$ cat config.mk
export PLATFORM = sky130hd
export DESIGN_NAME = gshare_predictor_ghr
export DESIGN_NICKNAME = d
export VERILOG_FILES = /design/src/rtl/gshare_predictor_ghr.sv
export SDC_FILE = /design/constraint.sdc
export NUM_CORES = 2
export LEC_CHECK = 0
export ABC_AREA = 1
export CAP_MARGIN = 20
export CORE_AREA = 2 2 510 512
export CTS_BUF_LIST = sky130_fd_sc_hd__clkbuf_2
export DETAILED_ROUTE_END_ITERATION = 10
export DIE_AREA = 0 0 512 514
export DONT_BUFFER_PORTS = 1
export HOLD_SLACK_MARGIN = 0.02
export PLACE_DENSITY = 0.63
export SLEW_MARGIN = 10
export SYNTH_ARGS = -nofsm -noshare
export SYNTH_HDL_FRONTEND = slang
export SYNTH_SLANG_ARGS = --single-unit
$ cat constraint.sdc
create_clock -name clk -period 37.7 [get_ports clk]
set_input_delay 11.31 -clock clk [delete_from_list [all_inputs] [get_ports clk]]
set_output_delay 11.31 -clock clk [all_outputs]
set_load 0.02 [all_outputs]
$ cat src/rtl/gshare_predictor_ghr.sv
// gshare direction predictor: speculative global history, snapshot-based recovery,
// and a sweep FSM that initialises the counter table one entry per cycle.
module gshare_predictor_ghr #(
    parameter int XLEN        = 32,
    parameter int PHT_ENTRIES = 1024,
    parameter int GHR_BITS    = 10,
    parameter int CTR_BITS    = 2,
    parameter int CTR_INIT    = 2**(CTR_BITS-1)-1
) (
    input  logic                clk,
    input  logic                reset,
    output logic                ready,
    input  logic [XLEN-1:0]     predict_pc,
    output logic                predict_taken,
    output logic [GHR_BITS-1:0] predict_ghr,
    input  logic                spec_push,
    input  logic                resolve_valid,
    input  logic [XLEN-1:0]     resolve_pc,
    input  logic [GHR_BITS-1:0] resolve_ghr,
    input  logic                resolve_taken,
    input  logic                resolve_mispredict,
    output logic [31:0]         perf_branches,
    output logic [31:0]         perf_mispredicts
);

    localparam int IDX = $clog2(PHT_ENTRIES);
    localparam logic [CTR_BITS-1:0] CTR_MAX    = '1;
    localparam logic [CTR_BITS-1:0] CTR_INIT_V = CTR_BITS'(CTR_INIT);

    typedef enum logic {S_INIT, S_RUN} state_e;

    state_e              state_q, state_d;
    logic [IDX-1:0]      ptr_q, ptr_d;
    logic [GHR_BITS-1:0] ghr_q, ghr_d;
    logic [31:0]         br_q, br_d, mp_q, mp_d;
    logic [CTR_BITS-1:0] pht_q [PHT_ENTRIES];

    logic                run;
    logic [IDX-1:0]      pidx, uidx, wr_idx;
    logic [CTR_BITS-1:0] uctr, wr_val;
    logic                wr_en;
    logic                unused_pc_bits;

    assign run  = (state_q == S_RUN);
    assign pidx = predict_pc[IDX+1:2] ^ IDX'(ghr_q);
    assign uidx = resolve_pc[IDX+1:2] ^ IDX'(resolve_ghr);
    assign uctr = pht_q[uidx];

    assign ready            = run;
    assign predict_taken    = run & pht_q[pidx][CTR_BITS-1];
    assign predict_ghr      = ghr_q;
    assign perf_branches    = br_q;
    assign perf_mispredicts = mp_q;

    assign unused_pc_bits = ^{predict_pc[XLEN-1:IDX+2], predict_pc[1:0],
                              resolve_pc[XLEN-1:IDX+2], resolve_pc[1:0]};

    always_comb begin
        state_d = state_q;
        ptr_d   = ptr_q;
        ghr_d   = ghr_q;
        br_d    = br_q;
        mp_d    = mp_q;
        wr_en   = 1'b0;
        wr_idx  = ptr_q;
        wr_val  = CTR_INIT_V;
        case (state_q)
            S_INIT: begin
                wr_en = 1'b1;
                ptr_d = ptr_q + 1'b1;
                if (ptr_q == '1) state_d = S_RUN;
            end
            S_RUN: begin
                // Truncating cast of the concatenation shifts in the new bit and
                // also covers GHR_BITS == 1 without a negative slice.
                if (resolve_valid && resolve_mispredict)
                    ghr_d = GHR_BITS'({resolve_ghr, resolve_taken});
                else if (spec_push)
                    ghr_d = GHR_BITS'({ghr_q, predict_taken});
                if (resolve_valid) begin
                    wr_en  = 1'b1;
                    wr_idx = uidx;
                    if (resolve_taken)
                        wr_val = (uctr == CTR_MAX) ? uctr : uctr + 1'b1;
                    else
                        wr_val = (uctr == '0) ? uctr : uctr - 1'b1;
                    if (br_q != '1) br_d = br_q + 1'b1;
                    if (resolve_mispredict && (mp_q != '1)) mp_d = mp_q + 1'b1;
                end
            end
            default: state_d = S_INIT;
        endcase
    end

    always_ff @(posedge clk) begin
        if (reset) begin
            state_q <= S_INIT;
            ptr_q   <= '0;
            ghr_q   <= '0;
            br_q    <= '0;
            mp_q    <= '0;
        end else begin
            state_q <= state_d;
            ptr_q   <= ptr_d;
            ghr_q   <= ghr_d;
            br_q    <= br_d;
            mp_q    <= mp_d;
        end
    end

    // Table has no reset so it can map onto single-write-port RAM.
    always_ff @(posedge clk) begin
        if (wr_en) pht_q[wr_idx] <= wr_val;
    end

endmodule

==> flow_summary.yaml <==
pwr:
  p_per_area_mw_per_mm2: 43.2
  power_frac_comb_pct: 11.7
  p_leak_nw: 40.3
  p_sw_mw: 1.40
  seqPwrFrac_pct: 53.5
  clkPwrFrac_pct: 34.8
  internal_power_mw: 3.38
  p_sw_share_pct: 29.3
  peakVddDrop_uv: 24.1
synth:
  synth_common_cells: "nand3_1 (2730), nand2_1 (2329), edfxtp_1 (2048), nor2_1 (1218), or2_2 (467)"
  yosys_most_used_dff: "edfxtp_1"
  yosysWarnings: 0
  synth_cells: 10761
  ys_seq_area_share_pct: 61.5
  synth_edf_count: 2048
  synth.area.top_cells: "edfxtp_1 (60%), nand3_1 (13%), nand2_1 (8.5%)"
  post-synth-top-area-cell: "edfxtp_1"
  syn_avg_cell_area_um2: 9.55
  ys_types: 48
  syn_area_mm2: 0.103
  synth_seq_cells: 2133
  synth_most_common_cell: "nand3_1"
  synth_top_area_share_pct: 59.9
  async_flop_share_pct: 0
  synth_fp_nets: 10844
setup_path:
  crit_fanout: 105
  required_ns: 26.39
  worstSetupStartpointType: "input pin"
  end_kind: "output pin"
  crit_arrival_ns: 16.75
  path_class: "input pin to output pin"
die:
  start_util_pct: 39.8
  io_pins: 156
  core-area_mm2: 0.258
  die_w_um: 512
  die-area_mm2: 0.263
  rows: 187
  chipHeight_um: 514
finish:
  syn_to_final_growth_pct: 7.59
  nets: 10712
  drive_gt1_share_pct: 14.2
  post-route-cell-area_mm2: 0.111
routing:
  drt_pass1_iterations: 7
  routed-via-count: 85722
  wl_per_cell_um: 25.4
  avgViaCountPerCell: 5.94
  remaining_drc_errors: 0
  ant_nets: 0
  wl_um: 366000
  drt_iter0_markers: 12280
timing:
  max_freq_ghz: 0.0356
  min_period_ns: 28.06
  finalCritPeriodShare_pct: 74.4
  setup_viol: 0
  tightest_slew_ns: 1.22
  finClkSkew_ns: 0.201
  tns_ns: 0
  slew-limit-headroom_pct: 18.7
  rsz0062_at_grt: "false"
  slew_viol_final: 0
  hold_viol: 0
run_status:
  status: "finished clean"
clock_tree:
  h-tree-depth: 6
  cts_hold_buf: 0
  tritoncts: "yes"
  cts_inserted_buffers: 555
  clk_transition_reported_paths_ns: 0.09
  ctsResizeCount: 0
  postCtsSetupRepairBufs: 0
  clockBufferDepth: 4
  clkSinkCount: 2133
  clock_latency_ns: 1.80
  root_buffer: "clkbuf_2"
placed_design:
  place_congestion: 0.910
  dp_hpwl_um: 189000
  place_area_mm2: 0.105
  io_buffer_count: 0
hold_path:
  hold_path.class: "register to register"
global_route:
  antenna_found_initial: 16
  grt_usage_pct: 26.8
  gr-total-overflow: 0
  grt_pass1_vias: 83251
  grt_pass1_wl_um: 527000
  grt_max_degree: 232
run:
  maxCapViolCount: 0
[per-stage QoR]
stage          util [%]  power (mW)  setup WS (ns)  cells  hold slack, ns
5_1_grt            42.8        4.94           9.90  14425           0.526
6_report           42.8        4.77           9.64  14430           0.507
3_3_place_gp       40.7        3.14          10.13  13454           0.488
3_5_place_dp       40.8        3.14          10.12  13470           0.494
2_1_floorplan         -        2.95           5.44  10761           0.472
4_1_cts            42.8        4.77          10.11  14415           0.500
[power groups by stage]
stage / Combinational, mW / Sequential, mW / Clock [mW]
3_5_place_dp: 0.537 / 2.61 / 0
2_1_floorplan: 0.347 / 2.61 / 0
3_3_place_gp: 0.533 / 2.61 / 0
4_1_cts: 0.538 / 2.55 / 1.68
5_1_grt: 0.582 / 2.55 / 1.80
6_report: 0.559 / 2.55 / 1.66
[sequential cells by signal, summed over array words and instances, names as in the netlist]
register	count
perf_branches	32
ready	1
predict_ghr	10
ptr_q	10
perf_mispredicts	32
pht_q	2048
[final timing paths]
kind                        from             end  slack (ns)  cells past startpoint
hold reg to reg         ptr_q[3]        ptr_q[4]        0.51                      2
setup / recovery   predict_pc[3]   predict_taken        9.64                     16
hold / removal          ptr_q[3]        ptr_q[4]        0.51                      2
setup reg to reg  predict_ghr[1]  predict_ghr[0]       31.37                     18
[critical path: stages]
cell and delay (ns):
xor2_4 0.15, buf_12 0.62, buf_4 0.68, buf_4 0.76, buf_4 0.82, nand3_1 0.16
nand3_1 0.11, nand3_1 0.11, nand3_1 0.18, nand3_1 0.31, nand3_1 0.19, nand3_1 0.25
nand3_1 0.18, nand3_1 0.08, nand3_1 0.45, inv_1 0.24
[metal layers]
layer,share of wire [%],vias to the layer above,GRT usage (%)
met5,0.019,-,0
met3,13,1277,6.99
met1,35,40866,31.8
met2,45,6212,43.1
li1,-,37357,-
met4,6.8,10,17.5
[cell type report]
| type | count | area [µm²] |
|---|---|---|
| Multi-Input combinational cell | 7439 | 34800 |
| Tap cell | 3402 | 4260 |
| Sequential cell | 2133 | 63200 |
| Clock buffer | 753 | 3770 |
| Fill cell | 24595 | 148000 |
| Inverter | 319 | 1240 |
| Antenna cell | 11 | 27.5 |
| Timing Repair Buffer | 181 | 1900 |
| Clock inverter | 192 | 1330 |
[logic make-up (layout without fill, tap and decap cells)]
logic type                 after synthesis  in the layout  synth area share [%]
and+or+nand+nor                       6842           6842                  29.7
DFF                                   2133           2133                  61.5
buffers and inverters                 1189           1445                  5.08
AOI/OAI and AO/OA                      573            573                  3.45
xor gates and xnor gates                21             21                 0.205
adders and majority gates                3              3                0.0365
other                                    0             11                     0
[layout by cell type, fill, tap and decap left out, drive strengths merged]
| cell | instances |
|---|---|
| clkinvlp | 9 |
| a211oi | 2 |
| o211ai | 244 |
| bufinv | 20 |
| nor4b | 1 |
| nand3 | 2733 |
| nand4 | 12 |
| or4 | 1 |
| xnor2 | 19 |
| o21a | 7 |
| o31ai | 1 |
| nor3b | 5 |
| diode | 11 |
| or2 | 481 |
| edfxtp | 2048 |
| dfxtp | 85 |
| o21ai | 248 |
| or3 | 1 |
| nor4 | 3 |
| o21bai | 1 |
| nor3 | 46 |
| buf | 181 |
| clkinv | 149 |
| nand2 | 2333 |
| xor2 | 2 |
| ha | 3 |
| a21oi | 57 |
| clkbuf | 753 |
| a31oi | 12 |
| nor2 | 1226 |
| inv | 333 |
| o211a | 1 |
No activity file was read; power rests on OpenSTA's default activity.
